--- config.mk ---
export PLATFORM = sky130hd
export DESIGN_NAME = multicycle_ctrl_flat
export DESIGN_NICKNAME = d
export VERILOG_FILES = /design/src/rtl/multicycle_ctrl_pkg.sv /design/src/rtl/multicycle_ctrl_if.sv /design/src/rtl/multicycle_ctrl_alu_op_decode.sv /design/src/rtl/multicycle_ctrl.sv /design/src/flat_wrapper.sv
export SDC_FILE = /design/constraint.sdc
export NUM_CORES = 1
export LEC_CHECK = 0
export CAP_MARGIN = 15
export CORE_MARGIN = 2
export CORE_UTILIZATION = 35
export CTS_CLUSTER_SIZE = 8
export DETAILED_ROUTE_END_ITERATION = 10
export HOLD_SLACK_MARGIN = 0.02
export PLACE_DENSITY = 0.8
export RECOVER_POWER = 50
export SETUP_SLACK_MARGIN = 0.1
export SLEW_MARGIN = 20
export SYNTH_ARGS = -nofsm -noshare
export SYNTH_HDL_FRONTEND = slang
export SYNTH_SLANG_ARGS = --single-unit
export TNS_END_PERCENT = 20
--- constraint.sdc ---
create_clock -name clk -period 2.84 [get_ports clk]
set_input_delay 0.426 -clock clk [delete_from_list [all_inputs] [get_ports clk]]
set_output_delay 0.426 -clock clk [all_outputs]
set_load 0.02 [all_outputs]
--- src/rtl/multicycle_ctrl_pkg.sv ---
// multicycle_ctrl_pkg: state encoding, datapath select codes and RV32I opcodes
// shared by the multi-cycle control FSM and its decoders.
package multicycle_ctrl_pkg;

   typedef enum logic [2:0] {
      S_FETCH  = 3'd0,
      S_DECODE = 3'd1,
      S_EXEC   = 3'd2,
      S_MEM    = 3'd3,
      S_WB     = 3'd4,
      S_FAULT  = 3'd5
   } state_t;

   typedef enum logic [3:0] {
      C_R, C_IALU, C_LOAD, C_STORE, C_BRANCH, C_LUI, C_AUIPC, C_JAL, C_JALR, C_ILLEGAL
   } iclass_t;

   localparam logic [2:0] IMM_I    = 3'd0;
   localparam logic [2:0] IMM_S    = 3'd1;
   localparam logic [2:0] IMM_B    = 3'd2;
   localparam logic [2:0] IMM_U    = 3'd3;
   localparam logic [2:0] IMM_J    = 3'd4;
   localparam logic [2:0] IMM_NONE = 3'd7;

   localparam logic [3:0] ALU_ADD  = 4'd0;
   localparam logic [3:0] ALU_SUB  = 4'd1;
   localparam logic [3:0] ALU_SLL  = 4'd2;
   localparam logic [3:0] ALU_SLT  = 4'd3;
   localparam logic [3:0] ALU_SLTU = 4'd4;
   localparam logic [3:0] ALU_XOR  = 4'd5;
   localparam logic [3:0] ALU_SRL  = 4'd6;
   localparam logic [3:0] ALU_SRA  = 4'd7;
   localparam logic [3:0] ALU_OR   = 4'd8;
   localparam logic [3:0] ALU_AND  = 4'd9;

   localparam logic [1:0] PC_SEQ = 2'd0;
   localparam logic [1:0] PC_IMM = 2'd1;
   localparam logic [1:0] PC_ALU = 2'd2;

   localparam logic [1:0] WB_ALU = 2'd0;
   localparam logic [1:0] WB_MEM = 2'd1;
   localparam logic [1:0] WB_PC4 = 2'd2;

   localparam logic [1:0] ALU_A_RS1  = 2'd0;
   localparam logic [1:0] ALU_A_PC   = 2'd1;
   localparam logic [1:0] ALU_A_ZERO = 2'd2;
   localparam logic       ALU_B_RS2  = 1'b0;
   localparam logic       ALU_B_IMM  = 1'b1;

   localparam logic [6:0] OPC_LUI    = 7'b0110111;
   localparam logic [6:0] OPC_AUIPC  = 7'b0010111;
   localparam logic [6:0] OPC_JAL    = 7'b1101111;
   localparam logic [6:0] OPC_JALR   = 7'b1100111;
   localparam logic [6:0] OPC_BRANCH = 7'b1100011;
   localparam logic [6:0] OPC_LOAD   = 7'b0000011;
   localparam logic [6:0] OPC_STORE  = 7'b0100011;
   localparam logic [6:0] OPC_OPIMM  = 7'b0010011;
   localparam logic [6:0] OPC_OP     = 7'b0110011;

   function automatic iclass_t classify(input logic [6:0] opc);
      iclass_t c;
      case (opc)
         OPC_OP:     c = C_R;
         OPC_OPIMM:  c = C_IALU;
         OPC_LOAD:   c = C_LOAD;
         OPC_STORE:  c = C_STORE;
         OPC_BRANCH: c = C_BRANCH;
         OPC_LUI:    c = C_LUI;
         OPC_AUIPC:  c = C_AUIPC;
         OPC_JAL:    c = C_JAL;
         OPC_JALR:   c = C_JALR;
         default:    c = C_ILLEGAL;
      endcase
      return c;
   endfunction

   function automatic logic [2:0] imm_fmt(input iclass_t c);
      logic [2:0] f;
      case (c)
         C_IALU, C_LOAD, C_JALR: f = IMM_I;
         C_STORE:                f = IMM_S;
         C_BRANCH:               f = IMM_B;
         C_LUI, C_AUIPC:         f = IMM_U;
         C_JAL:                  f = IMM_J;
         default:                f = IMM_NONE;
      endcase
      return f;
   endfunction

endpackage

--- src/rtl/multicycle_ctrl_if.sv ---
// multicycle_ctrl_if: control bundle between the FSM (master) and the datapath
// plus memory port (slave).
interface multicycle_ctrl_if;
   logic [31:0] inst;
   logic        br_taken;
   logic        mem_ready;
   logic        mem_req;
   logic        mem_we;
   logic        mem_addr_sel;
   logic        ir_we;
   logic        pc_we;
   logic [1:0]  pc_sel;
   logic [2:0]  imm_sel;
   logic [1:0]  alu_a_sel;
   logic        alu_b_sel;
   logic [3:0]  alu_op;
   logic        reg_we;
   logic [1:0]  wb_sel;
   logic [2:0]  state_o;
   logic        fault;

   modport master (
      input  inst, br_taken, mem_ready,
      output mem_req, mem_we, mem_addr_sel, ir_we, pc_we, pc_sel, imm_sel,
             alu_a_sel, alu_b_sel, alu_op, reg_we, wb_sel, state_o, fault
   );

   modport slave (
      output inst, br_taken, mem_ready,
      input  mem_req, mem_we, mem_addr_sel, ir_we, pc_we, pc_sel, imm_sel,
             alu_a_sel, alu_b_sel, alu_op, reg_we, wb_sel, state_o, fault
   );
endinterface

--- src/rtl/multicycle_ctrl_alu_op_decode.sv ---
// alu_op_decode: opcode/funct3/funct7[5] to ALU operation. funct7[5] only
// matters for SUB (R-type) and SRA/SRAI.
module alu_op_decode
   import multicycle_ctrl_pkg::*;
(
   input  logic [6:0] opcode,
   input  logic [2:0] funct3,
   input  logic       funct7_b5,
   output logic [3:0] alu_op
);

   always_comb begin
      alu_op = ALU_ADD;
      if (opcode == OPC_OP || opcode == OPC_OPIMM) begin
         case (funct3)
            3'd0:    alu_op = (opcode == OPC_OP && funct7_b5) ? ALU_SUB : ALU_ADD;
            3'd1:    alu_op = ALU_SLL;
            3'd2:    alu_op = ALU_SLT;
            3'd3:    alu_op = ALU_SLTU;
            3'd4:    alu_op = ALU_XOR;
            3'd5:    alu_op = funct7_b5 ? ALU_SRA : ALU_SRL;
            3'd6:    alu_op = ALU_OR;
            default: alu_op = ALU_AND;
         endcase
      end else if (opcode == OPC_BRANCH) begin
         alu_op = ALU_SUB;
      end
   end

endmodule

--- src/rtl/multicycle_ctrl.sv ---
// multicycle_ctrl: FETCH/DECODE/EXEC/MEM/WB sequencer over one shared memory port.
// Define MULTICYCLE_CTRL_ILLEGAL_TRAP_EN to fault on unrecognised opcodes.
module multicycle_ctrl
   import multicycle_ctrl_pkg::*;
#(
   parameter int MEM_WAIT_MAX = 15
) (
   input  logic              clk,
   input  logic              rst,
   multicycle_ctrl_if.master bus
);

   localparam int            CW        = (MEM_WAIT_MAX < 2) ? 1 : $clog2(MEM_WAIT_MAX + 1);
   localparam logic [CW-1:0] WAIT_LAST = CW'((MEM_WAIT_MAX > 0) ? MEM_WAIT_MAX - 1 : 0);

   state_t        state, state_nx;
   logic [CW-1:0] wait_cnt;
   logic          wait_hit;
   iclass_t       cls;
   logic [3:0]    dec_alu_op;
   logic [1:0]    a_sel;
   logic          b_sel;
   logic          mem_req, mem_we, mem_addr_sel, ir_we, pc_we, reg_we;
   logic [1:0]    pc_sel, wb_sel, alu_a_sel;
   logic          alu_b_sel;
   logic [3:0]    alu_op;
   logic [2:0]    imm_sel;
   logic          unused_inst;

   assign cls         = classify(bus.inst[6:0]);
   assign unused_inst = ^{bus.inst[31], bus.inst[29:15], bus.inst[11:7]};

   alu_op_decode u_alu_dec (
      .opcode    (bus.inst[6:0]),
      .funct3    (bus.inst[14:12]),
      .funct7_b5 (bus.inst[30]),
      .alu_op    (dec_alu_op)
   );

   always_comb begin
      a_sel = ALU_A_RS1;
      b_sel = ALU_B_RS2;
      case (cls)
         C_IALU, C_JALR, C_LOAD, C_STORE: b_sel = ALU_B_IMM;
         C_LUI: begin
            a_sel = ALU_A_ZERO;
            b_sel = ALU_B_IMM;
         end
         C_AUIPC, C_JAL: begin
            a_sel = ALU_A_PC;
            b_sel = ALU_B_IMM;
         end
         default: ;
      endcase
   end

   // The access that reaches the limit still gets this cycle's mem_ready first.
   assign wait_hit = (MEM_WAIT_MAX != 0) && (wait_cnt == WAIT_LAST);

   always_ff @(posedge clk) begin
      if (rst) begin
         state    <= S_FETCH;
         wait_cnt <= '0;
      end else begin
         state <= state_nx;
         if (mem_req && !bus.mem_ready && state_nx == state && MEM_WAIT_MAX != 0)
            wait_cnt <= wait_cnt + 1'b1;
         else
            wait_cnt <= '0;
      end
   end

   always_comb begin
      state_nx     = state;
      mem_req      = 1'b0;
      mem_we       = 1'b0;
      mem_addr_sel = 1'b0;
      ir_we        = 1'b0;
      pc_we        = 1'b0;
      pc_sel       = PC_SEQ;
      reg_we       = 1'b0;
      wb_sel       = WB_ALU;
      imm_sel      = IMM_NONE;
      alu_a_sel    = ALU_A_RS1;
      alu_b_sel    = ALU_B_RS2;
      alu_op       = ALU_ADD;

      if (state inside {S_DECODE, S_EXEC, S_MEM, S_WB}) begin
         imm_sel   = imm_fmt(cls);
         alu_a_sel = a_sel;
         alu_b_sel = b_sel;
         alu_op    = dec_alu_op;
      end

      case (state)
         S_FETCH: begin
            mem_req = 1'b1;
            if (bus.mem_ready) begin
               ir_we    = 1'b1;
               state_nx = S_DECODE;
            end else if (wait_hit) begin
               state_nx = S_FAULT;
            end
         end
         S_DECODE: state_nx = S_EXEC;
         S_EXEC: begin
            case (cls)
               C_LOAD, C_STORE: state_nx = S_MEM;
               C_BRANCH: begin
                  pc_we    = 1'b1;
                  pc_sel   = bus.br_taken ? PC_IMM : PC_SEQ;
                  state_nx = S_FETCH;
               end
               C_ILLEGAL: begin
`ifdef MULTICYCLE_CTRL_ILLEGAL_TRAP_EN
                  state_nx = S_FAULT;
`else
                  pc_we    = 1'b1;
                  state_nx = S_FETCH;
`endif
               end
               default: state_nx = S_WB;
            endcase
         end
         S_MEM: begin
            mem_req      = 1'b1;
            mem_addr_sel = 1'b1;
            mem_we       = (cls == C_STORE);
            if (bus.mem_ready) begin
               if (cls == C_STORE) begin
                  pc_we    = 1'b1;
                  state_nx = S_FETCH;
               end else begin
                  state_nx = S_WB;
               end
            end else if (wait_hit) begin
               state_nx = S_FAULT;
            end
         end
         S_WB: begin
            reg_we   = 1'b1;
            pc_we    = 1'b1;
            pc_sel   = (cls == C_JAL) ? PC_IMM : (cls == C_JALR) ? PC_ALU : PC_SEQ;
            wb_sel   = (cls == C_LOAD) ? WB_MEM :
                       (cls == C_JAL || cls == C_JALR) ? WB_PC4 : WB_ALU;
            state_nx = S_FETCH;
         end
         S_FAULT: state_nx = S_FAULT;
         default: state_nx = S_FETCH;
      endcase
   end

   assign bus.mem_req      = mem_req;
   assign bus.mem_we       = mem_we;
   assign bus.mem_addr_sel = mem_addr_sel;
   assign bus.ir_we        = ir_we;
   assign bus.pc_we        = pc_we;
   assign bus.pc_sel       = pc_sel;
   assign bus.imm_sel      = imm_sel;
   assign bus.alu_a_sel    = alu_a_sel;
   assign bus.alu_b_sel    = alu_b_sel;
   assign bus.alu_op       = alu_op;
   assign bus.reg_we       = reg_we;
   assign bus.wb_sel       = wb_sel;
   assign bus.state_o      = state;
   assign bus.fault        = (state == S_FAULT);

endmodule

--- src/flat_wrapper.sv ---
// flat-port wrapper written by rule: the top's interface ports become plain ports
module multicycle_ctrl_flat import multicycle_ctrl_pkg::*;
#(
   parameter int MEM_WAIT_MAX = 15
)
  (clk, rst, bus_inst, bus_br_taken, bus_mem_ready, bus_mem_req, bus_mem_we, bus_mem_addr_sel, bus_ir_we, bus_pc_we, bus_pc_sel, bus_imm_sel, bus_alu_a_sel, bus_alu_b_sel, bus_alu_op, bus_reg_we, bus_wb_sel, bus_state_o, bus_fault);
  multicycle_ctrl_if bus_i ();
  input  logic clk;
  input  logic rst;
  input wire logic [$bits(bus_i.inst)-1:0] bus_inst;
  input wire logic [$bits(bus_i.br_taken)-1:0] bus_br_taken;
  input wire logic [$bits(bus_i.mem_ready)-1:0] bus_mem_ready;
  output wire logic [$bits(bus_i.mem_req)-1:0] bus_mem_req;
  output wire logic [$bits(bus_i.mem_we)-1:0] bus_mem_we;
  output wire logic [$bits(bus_i.mem_addr_sel)-1:0] bus_mem_addr_sel;
  output wire logic [$bits(bus_i.ir_we)-1:0] bus_ir_we;
  output wire logic [$bits(bus_i.pc_we)-1:0] bus_pc_we;
  output wire logic [$bits(bus_i.pc_sel)-1:0] bus_pc_sel;
  output wire logic [$bits(bus_i.imm_sel)-1:0] bus_imm_sel;
  output wire logic [$bits(bus_i.alu_a_sel)-1:0] bus_alu_a_sel;
  output wire logic [$bits(bus_i.alu_b_sel)-1:0] bus_alu_b_sel;
  output wire logic [$bits(bus_i.alu_op)-1:0] bus_alu_op;
  output wire logic [$bits(bus_i.reg_we)-1:0] bus_reg_we;
  output wire logic [$bits(bus_i.wb_sel)-1:0] bus_wb_sel;
  output wire logic [$bits(bus_i.state_o)-1:0] bus_state_o;
  output wire logic [$bits(bus_i.fault)-1:0] bus_fault;
  assign bus_i.inst = bus_inst;
  assign bus_i.br_taken = bus_br_taken;
  assign bus_i.mem_ready = bus_mem_ready;
  assign bus_mem_req = bus_i.mem_req;
  assign bus_mem_we = bus_i.mem_we;
  assign bus_mem_addr_sel = bus_i.mem_addr_sel;
  assign bus_ir_we = bus_i.ir_we;
  assign bus_pc_we = bus_i.pc_we;
  assign bus_pc_sel = bus_i.pc_sel;
  assign bus_imm_sel = bus_i.imm_sel;
  assign bus_alu_a_sel = bus_i.alu_a_sel;
  assign bus_alu_b_sel = bus_i.alu_b_sel;
  assign bus_alu_op = bus_i.alu_op;
  assign bus_reg_we = bus_i.reg_we;
  assign bus_wb_sel = bus_i.wb_sel;
  assign bus_state_o = bus_i.state_o;
  assign bus_fault = bus_i.fault;
  multicycle_ctrl #(.MEM_WAIT_MAX(MEM_WAIT_MAX)) u_core (.clk(clk), .rst(rst), .bus(bus_i));
endmodule
==> results.sh, run 1 <==
export IMPL_status="completed"
export IMPL_min_to="u_core.wait_cnt[0]"
export IMPL_slew_headroom_pct=70.4
export IMPL_p_leak_uw=0.000708
export IMPL_gp_congestion=0.794
export IMPL_min_period_over_period_pct=97.7
export IMPL_synth_net_count=165
export IMPL_cts_sinks=7
export IMPL_synth_seq_cells=7
export IMPL_placed_area_um2=1460
export IMPL_cts_root_buf="clkbuf_4"
export IMPL_synth_edf_count=0
export IMPL_first_global_vias=1156
export IMPL_first_pass_iters=4
export IMPL_hpwlAfterDp_mm=2.29
export IMPL_hold_path_depth=1
export IMPL_grt_pass1_wl_mm=4.82
export IMPL_synth_seq_area_share_pct=16.2
export IMPL_clock_path_buffers=2
export IMPL_syn_to_final_growth_pct=83.8
export IMPL_drc=0
export IMPL_grt_start_max_net_pins=15
export IMPL_power_density_nw_per_um2=230
export IMPL_mostFrequentLayoutCell="buf_4"
export IMPL_core_area_um2=2410
export IMPL_worstPathRequired_ns=2.41
export IMPL_stdcell_area_um2=1590
export IMPL_finalWirelength_mm=2.91
export IMPL_insertion_delay_ns=0.25
export IMPL_startpoint_type="input pin"
export IMPL_drv_cap=0
export IMPL_crit_fanout=3
export IMPL_nNetsFinal=233
export IMPL_tns_ns=0
export IMPL_r2r_end="u_core.bus.state_o[1]"
export IMPL_antenna_found_initial=0
export IMPL_reg2reg_depth=5
export IMPL_hold_viol_final=0
export IMPL_antennaDiodeCount=0
export IMPL_rsz0062_at_grt="yes"
export IMPL_slowest_stage="or4_4"
export IMPL_cp_startpoint="bus_inst[6]"
export IMPL_end_kind="output pin"
export IMPL_reg2reg_slack_ns=1.47
export IMPL_grt_usage_pct=22.5
export IMPL_synth_avg_cell_area_um2=7.09
export IMPL_hold_start="u_core.wait_cnt[0]"
export IMPL_cp_slowest_stage_delay_ns=0.51
export IMPL_reg2reg_from="u_core.wait_cnt[0]"
export IMPL_hp_class="flip-flop to flip-flop"
export IMPL_vias_per_cell=5.16
export IMPL_ir_drop_uv=214
export IMPL_cts_buffers=3
export IMPL_crit_arrival_ns=2.35
export IMPL_syn_area_um2=865
export IMPL_rows=18
export IMPL_postRouteAntennaNets=0
export IMPL_setup_violations_final=0
export IMPL_fmax_mhz=360
export IMPL_cp_cell_sequence="dlygate4sd2_1, and3b_4, o21bai_1, and2_1, ha_1, or4_4, and3_4, buf_6"
export IMPL_vias=1129
export IMPL_clock_skew_ns=0.00356
export IMPL_io_pin_count=60
export IMPL_pre_cts_ws_ns=-0.832
export IMPL_start_util_pct=35.9
export IMPL_ys_warn_count=0
export IMPL_mostFrequentLayoutCells="buf_4 (25), nor2_1 (16), clkdlybuf4s50_1 (12), dlygate4sd3_1 (9)"
export IMPL_clk_pin_slew_ns=0.05
export IMPL_fp_dieW_um=53.7
export IMPL_min_period_ns=2.78
export IMPL_synthFlopType="dfxtp_1"
export IMPL_drtIter0Drc=9
export IMPL_cts_htree_levels=1
export IMPL_ys_types=42
export IMPL_die_y_um=53.7
export IMPL_post_drt_wl_per_cell_um=13.3
export IMPL_io_buffers=38
export IMPL_layout_drive_gt1_share_pct=30.7
export IMPL_cts_tree="built"
export IMPL_gr_total_overflow=0
export IMPL_synthCells=122
export IMPL_worstMarginPinSlew_ns=0.438
export IMPL_crit_type="input pin to output pin"
export IMPL_worst_slack_ns=0.0646
export IMPL_die_area_um2=2880
export IMPL_drv_slew=0
export IMPL_async_flop_share_pct=0
==> synth_stat cells, types with 2 or more instances <==
cell type  number  area [µm²]
a211oi_1        3        22.5
o21ai_0         3        15.0
nand2b_1        2        12.5
nand3b_1        3        22.5
nor2b_1         2        12.5
o22ai_1         2        12.5
xor2_1          2        17.5
and3_1          5        31.3
nand2_1        10        37.5
nand3_1         4        20.0
inv_1           7        26.3
dfxtp_1         7         140
nor2_1         18        67.6
o211ai_1        2        15.0
a21oi_1         9        45.0
nor3_1          7        35.0
ha_1            7        87.6
and2b_1         2        15.0
a31oi_1         3        18.8
xnor2_1         2        17.5
==> routing by layer <==
metal / vias up / wire length, µm / global-route usage [%]
li1: 577 / - / -
met1: 525 / 1160 / 21.7
met2: 23 / 1640 / 48.0
met3: 4 / 77 / 1.94
met4: 0 / 30 / 7.26
met5: - / 0 / 0
==> worst max-delay path, delay by kind of cell <==
| kind | cells | cell delay [ns] |
|---|---|---|
| buffers and inverters | 2 | 0.39 |
| AND/OR/NAND/NOR | 4 | 1.11 |
| adder cells (fa/ha/maj) | 1 | 0.24 |
| AO/OA/AOI/OAI | 1 | 0.19 |
==> where the power goes <==
group / switching, µW / total [µW] / internal [µW]
clock: 34.8 / 88.3 / 53.5
combinational: 83.6 / 166 / 82.3
sequential: 7.70 / 111 / 103
==> registers in the layout, summed over array words and instances (netlist names) <==
| signal | flops |
|---|---|
| u_core.bus.state_o | 3 |
| u_core.wait_cnt | 4 |
==> worst max path at each step <==
stage	endpoint	slack, ns	cells past startpoint
after floorplan	bus_pc_we	0.18	9
after global placement	bus_alu_b_sel	-0.74	9
after detailed placement	bus_alu_b_sel	-0.83	9
after CTS	bus_alu_b_sel	0.06	10
after global routing	bus_alu_b_sel	0.02	8
final	bus_alu_b_sel	0.06	8
==> layout make-up <==
class	count	area (µm²)
Inverter	7	26.3
Clock buffer	4	26.3
Fill cell	226	821
Tap cell	30	37.5
Sequential cell	7	140
Timing Repair Buffer	65	579
Multi-Input combinational cell	106	779
==> cell families after synthesis <==
kind of cell / Yosys count / share of synthesized area [%]
flip-flops: 7 / 16.2
AO/OA/AOI/OAI: 32 / 25.8
adder cells (fa/ha/maj): 7 / 10.1
XOR/XNOR: 4 / 4.05
multiplexers: 1 / 1.16
buffers and inverters: 9 / 4.05
AND/OR/NAND/NOR: 62 / 38.6
==> per-stage QoR <==
stage / utilization (%) / total power [µW] / instances / hold WS [ns]
finish: 65.9 / 365 / 219 / 0.480
global route: 65.9 / 389 / 219 / 0.528
CTS: 65.0 / 366 / 219 / 0.494
detailed placement: 60.6 / 268 / 213 / 0.463
global placement: 60.6 / 263 / 213 / 0.448
floorplan: - / 187 / 122 / 0.430
==> repair_timing <==
item,in CTS,in global routing
hold endpoints to repair,0,0
setup buffers,2,0
hold buffers,0,0
pin swaps,9,6
setup endpoints to repair,18,9
resized for setup,60,10
No activity file was read; power rests on OpenSTA's default activity.
==> inputs of run 2 (changes only) <==
--- a/config.mk
+++ b/config.mk
@@ -7,11 +7,11 @@
 export LEC_CHECK = 0
 export CAP_MARGIN = 15
 export CORE_MARGIN = 2
-export CORE_UTILIZATION = 35
+export CORE_UTILIZATION = 38
 export CTS_CLUSTER_SIZE = 8
 export DETAILED_ROUTE_END_ITERATION = 10
 export HOLD_SLACK_MARGIN = 0.02
-export PLACE_DENSITY = 0.8
+export PLACE_DENSITY = 0.86
 export RECOVER_POWER = 50
 export SETUP_SLACK_MARGIN = 0.1
 export SLEW_MARGIN = 20
==> constraint.sdc (replaced) <==
create_clock -name clk -period 3.2 [get_ports clk]
set_input_delay 0.48 -clock clk [delete_from_list [all_inputs] [get_ports clk]]
set_output_delay 0.48 -clock clk [all_outputs]
set_load 0.02 [all_outputs]
==> run 2 against run 1 <==
  * Sequential power is 11% lower
  * Register-to-register slack better by 0.39 ns
  * Non-clock buffer count decreased by 1
  * Worst setup slack improved by 0.11 ns
  * Clock skew fell by 0.0020 ns
  * Combinational power is 17% lower
  * Final area shrank 5.4%
  * Final cell count fell by 1.4%
  * Critical path type unchanged
  * Flip-flop and latch count did not move
  * Highest routed layer unchanged
  * Total power down 13%
==> results.sh, run 2 (synthesized netlist as in run 1, its figures left out) <==
export IMPL_status="completed"
export IMPL_clk_pin_slew_ns=0.05
export IMPL_seqCellArea_um2=140
export IMPL_vias=1147
export IMPL_crit_fanout=5
export IMPL_crit_arrival_ns=2.54
export IMPL_hp_class="flip-flop to flip-flop"
export IMPL_stdcell_area_um2=1500
export IMPL_finalWirelength_mm=2.78
export IMPL_postCtsHoldBufs=0
export IMPL_min_period_over_period_pct=94.5
export IMPL_drc=0
export IMPL_p_sw_share_pct=35.0
export IMPL_cp_startpoint="bus_inst[3]"
export IMPL_rsz0062_at_grt="yes"
export IMPL_cts_htree_levels=1
export IMPL_cts_tree="built"
export IMPL_die_area_um2=2670
export IMPL_combPwrFrac_pct=43.5
export IMPL_layout_drive_gt1_share_pct=26.1
export IMPL_core_area_um2=2190
export IMPL_num_fill_cells=183
export IMPL_grt_pass1_wl_mm=4.35
export IMPL_r2r_end="u_core.bus.state_o[1]"
export IMPL_min_period_ns=3.02
export IMPL_vias_per_cell=5.31
export IMPL_reg2reg_depth=5
export IMPL_largest_reg_flops=4
export IMPL_clock_path_buffers=2
export IMPL_clkPwrFrac_pct=25.5
export IMPL_holdWs_ns=0.477
export IMPL_clock_skew_ns=0.00154
export IMPL_mostFrequentLayoutCells="buf_4 (27), nor2_1 (18), clkdlybuf4s50_1 (14), dlygate4sd2_1 (10)"
export IMPL_slew_headroom_pct=69.3
export IMPL_drv_cap=0
export IMPL_worstMarginPinSlew_ns=0.460
export IMPL_p_leak_uw=0.000695
export IMPL_antennaDiodeCount=0
export IMPL_crit_end="bus_alu_b_sel"
export IMPL_gp_congestion=0.794
export IMPL_placed_area_um2=1440
export IMPL_hold_viol_final=0
export IMPL_rows=17
export IMPL_multiInputGateArea_um2=734
export IMPL_p_switching_uw=111
export IMPL_hpwlAfterDp_mm=2.15
export IMPL_first_pass_iters=4
export IMPL_nNetsFinal=232
export IMPL_startpoint_type="input pin"
export IMPL_crit_type="input pin to output pin"
export IMPL_first_global_vias=1072
export IMPL_fmax_mhz=331
export IMPL_p_total_uw=317
export IMPL_pre_cts_ws_ns=-0.551
export IMPL_cts_sinks=7
export IMPL_antenna_found_initial=0
export IMPL_drtIter0Drc=27
export IMPL_reg2reg_from="u_core.wait_cnt[0]"
export IMPL_worstPathRequired_ns=2.72
export IMPL_io_pin_count=60
export IMPL_power_internal_uw=206
export IMPL_io_buffers=38
export IMPL_reg2reg_slack_ns=1.86
export IMPL_die_y_um=51.7
export IMPL_cts_buffers=3
export IMPL_power_density_nw_per_um2=211
export IMPL_syn_to_final_growth_pct=73.8
export IMPL_post_drt_wl_per_cell_um=12.9
export IMPL_end_kind="output pin"
export IMPL_gr_total_overflow=0
export IMPL_start_util_pct=39.5
export IMPL_fp_dieW_um=51.7
export IMPL_regMostFlops="u_core.wait_cnt"
export IMPL_setup_violations_final=0
export IMPL_mostFrequentLayoutCell="buf_4"
export IMPL_seqPwrFrac_pct=31.0
export IMPL_worst_slack_ns=0.177
export IMPL_ir_drop_uv=205
export IMPL_cts_root_buf="clkbuf_4"
export IMPL_grt_usage_pct=20.7
export IMPL_drv_slew=0
export IMPL_grt_start_max_net_pins=15
export IMPL_postRouteAntennaNets=0
export IMPL_insertion_delay_ns=0.25
## run 2: power by group through the flow
stage                     Combinational, µW  Clock (µW)  Sequential, µW
after floorplan                        64.6           0             101
after global placement                  132           0            99.8
after detailed placement                135           0             100
after CTS                               138        82.8            98.4
after global routing                    150        88.7            99.3
final                                   138        80.9            98.3
## run 2: repair_timing
action,4_1_cts,5_1_grt
buffers inserted,4,0
gates resized for setup,30,11
pin swaps,4,1
endpoints found under the setup margin,12,11
gates cloned,0,0
## run 2: final cells by class
cell class                 instances  share of cell area (%)
clock buffer                       4                    1.75
multi-input combinational        106                    48.9
inverter                           7                    1.75
sequential                         7                    9.33
tap                               28                    2.33
timing repair buffer              64                    36.0
## run 2: critical path, cell delays in order
cell             delay (ns)
clkdlybuf4s50_1        0.43
buf_4                  0.16
nor2_1                 0.25
nand2_2                0.15
ha_4                   0.21
or4_4                  0.52
and3_1                 0.19
buf_4                  0.15
## run 2: per-stage QoR
stage / utilization [%] / instances / setup TNS, ns
finish: 68.6 / 216 / 0
floorplan: - / 122 / 0
detailed placement: 65.6 / 208 / -4.39
global placement: 65.6 / 208 / -3.62
CTS: 68.5 / 216 / 0
global route: 68.6 / 216 / 0
## run 2: worst min-delay path by stage
stage                       startpoint            endpoint  depth (start not counted)
floorplan           u_core.wait_cnt[0]  u_core.wait_cnt[0]                          1
global placement    u_core.wait_cnt[0]  u_core.wait_cnt[0]                          1
detailed placement  u_core.wait_cnt[0]  u_core.wait_cnt[0]                          1
CTS                 u_core.wait_cnt[0]  u_core.wait_cnt[0]                          1
global route        u_core.wait_cnt[0]  u_core.wait_cnt[0]                          1
finish              u_core.wait_cnt[0]  u_core.wait_cnt[0]                          1
## run 2: routing by layer
metal / GRT usage, % / up-vias / routed length, µm
met1: 24.2 / 535 / 1190
met5: 0 / - / 0
met3: 1.44 / 5 / 91
li1: - / 576 / -
met4: 6.14 / 0 / 29
met2: 39.7 / 31 / 1470
==> inputs of run 3 (changes only) <==
==> constraint.sdc (replaced) <==
create_clock -name clk -period 3.2 [get_ports clk]
set_input_delay 0.64 -clock clk [delete_from_list [all_inputs] [get_ports clk]]
set_output_delay 0.64 -clock clk [all_outputs]
set_load 0.02 [all_outputs]
==> run 3 against run 2 <==
  * Critical path depth is 2 higher
  * Fmax down 4.6%
  * Sequential power barely moved
  * Sequential share of layout area is 0.46 points lower
  * Die area unchanged
  * Combinational power rose by 6%
  * Final area rose by 5.2%
  * Utilization is 3.6 points higher
  * Non-clock buffer count decreased by 1
  * Clock skew rose by 0.0018 ns
  * Global-route usage is 1.7 points higher
  * Critical path type unchanged
  * Largest power group unchanged
==> results.sh, run 3 (synthesized netlist as in run 1, its figures left out) <==
export IMPL_post_drt_wl_per_cell_um=13.7
export IMPL_antenna_found_initial=0
export IMPL_drv_slew=0
export IMPL_mostFrequentLayoutCell="buf_4"
export IMPL_syn_to_final_growth_pct=82.9
export IMPL_clkPwrFrac_pct=24.4
export IMPL_drv_cap=0
export IMPL_cts_sinks=7
export IMPL_min_period_over_period_pct=99.0
export IMPL_rsz0062_at_grt="yes"
export IMPL_holdWs_ns=0.477
export IMPL_fmax_mhz=316
export IMPL_regMostFlops="u_core.wait_cnt"
export IMPL_vias_per_cell=5.37
export IMPL_min_period_ns=3.17
export IMPL_hpwlAfterDp_mm=2.25
export IMPL_ir_drop_uv=240
export IMPL_largest_reg_flops=4
export IMPL_cp_cell_sequence="buf_6, buf_6, nor2_4, a21oi_1, or3_4, a21o_4, ha_4, or4_4, and3_4, buf_6"
export IMPL_grt_pass1_wl_mm=4.66
export IMPL_clk_pin_slew_ns=0.05
export IMPL_grt_start_max_net_pins=15
export IMPL_crit_type="input pin to output pin"
export IMPL_clock_skew_ns=0.00339
export IMPL_mostFrequentLayoutCells="buf_4 (23), nor2_1 (16), clkdlybuf4s50_1 (14), a21oi_1 (8), nand2_1 (8)"
export IMPL_hp_class="flip-flop to flip-flop"
export IMPL_p_total_uw=323
export IMPL_io_buffers=38
export IMPL_num_fill_cells=170
export IMPL_worstMarginPinSlew_ns=0.484
export IMPL_cts_tree="built"
export IMPL_cts_htree_levels=1
export IMPL_slowest_stage="or4_4"
export IMPL_die_area_um2=2670
export IMPL_drc=0
export IMPL_cts_buffers=3
export IMPL_status="completed"
export IMPL_core_area_um2=2190
export IMPL_die_y_um=51.7
export IMPL_startpoint_type="input pin"
export IMPL_combPwrFrac_pct=45.2
export IMPL_cts_root_buf="clkbuf_4"
export IMPL_io_pin_count=60
export IMPL_grt_usage_pct=22.4
export IMPL_seqPwrFrac_pct=30.4
export IMPL_gp_congestion=0.791
export IMPL_first_global_vias=1099
export IMPL_power_internal_uw=210
export IMPL_postRouteAntennaNets=0
export IMPL_nNetsFinal=231
export IMPL_vias=1155
export IMPL_layout_drive_gt1_share_pct=32.6
export IMPL_dpl_cell_count=209
export IMPL_setup_violations_final=0
export IMPL_antennaDiodeCount=0
export IMPL_crit_arrival_ns=2.53
export IMPL_crit_top_cell="buf_6"
export IMPL_worstPathRequired_ns=2.56
export IMPL_start_util_pct=39.5
export IMPL_fin_cells=215
export IMPL_end_kind="output pin"
export IMPL_hold_viol_final=0
export IMPL_cp_slowest_stage_delay_ns=0.52
export IMPL_drtIter0Drc=19
export IMPL_fp_dieW_um=51.7
export IMPL_first_pass_iters=4
export IMPL_insertion_delay_ns=0.25
export IMPL_p_switching_uw=113
export IMPL_p_leak_uw=0.000703
export IMPL_slew_headroom_pct=67.7
export IMPL_crit_fanout=4
export IMPL_clock_path_buffers=2
export IMPL_power_density_nw_per_um2=204
export IMPL_p_sw_share_pct=34.9
export IMPL_finalWirelength_mm=2.95
export IMPL_gr_total_overflow=0
export IMPL_rows=17
-- run 3: through the flow --
stage | util, % | area, µm² | setup TNS [ns] | setup slack, ns
after detailed placement | 65.9 | 1440 | -8.40 | -0.876
after floorplan | - | 865 | 0 | 0.114
final | 72.2 | 1580 | 0 | 0.0326
after global placement | 65.9 | 1440 | -7.54 | -0.802
after global routing | 72.2 | 1580 | -0.0320 | -0.0171
after CTS | 70.5 | 1550 | -0.0229 | -0.0229
-- run 3: final cells by class --
class	count	area, µm²	area share, %
Clock buffer	4	26.3	1.66
Inverter	7	26.3	1.66
Sequential cell	7	140	8.86
Multi-Input combinational cell	106	778	49.2
Tap cell	28	35.0	2.22
Timing Repair Buffer	63	576	36.4
-- run 3: final timing paths --
check,start,to,slack (ns),depth (start not counted)
max,bus_inst[4],bus_alu_b_sel,0.03,10
min,u_core.wait_cnt[0],u_core.wait_cnt[0],0.48,1
max reg2reg,u_core.wait_cnt[0],u_core.bus.state_o[0],1.82,6
min reg2reg,u_core.wait_cnt[0],u_core.wait_cnt[0],0.48,1
-- run 3: what timing repair did --
| action | 4_1_cts | 5_1_grt |
|---|---|---|
| setup endpoints to repair | 17 | 14 |
| endpoints found under the hold margin | 0 | 0 |
| pin swaps | 9 | 2 |
| hold buffers | 0 | 0 |
| resized for setup | 65 | 11 |
| buffers inserted | 1 | 1 |
-- run 3: per-layer routing --
layer  vias up  wire length [µm]  GRT usage (%)
met5         -                 0              0
met4         0                32           6.14
met3         4                65           2.01
met2        24              1560           43.4
met1       549              1290           25.7
li1        578                 -              -
-- run 3: power by group through the flow --
stage	Clock, µW	Sequential [µW]	Combinational, µW
after global placement	0	99.8	132
after detailed placement	0	100	137
after CTS	81.9	98.3	143
after global routing	88.2	99.3	158
final	78.7	98.4	146
after floorplan	0	101	64.6
-- run 3: critical path, delay by kind of cell --
kind                       cells  cell delay, ns
AOI/OAI and AO/OA              2            0.28
and+or+nand+nor                4            1.10
adders and majority gates      1            0.16
buffers and inverters          3            0.33
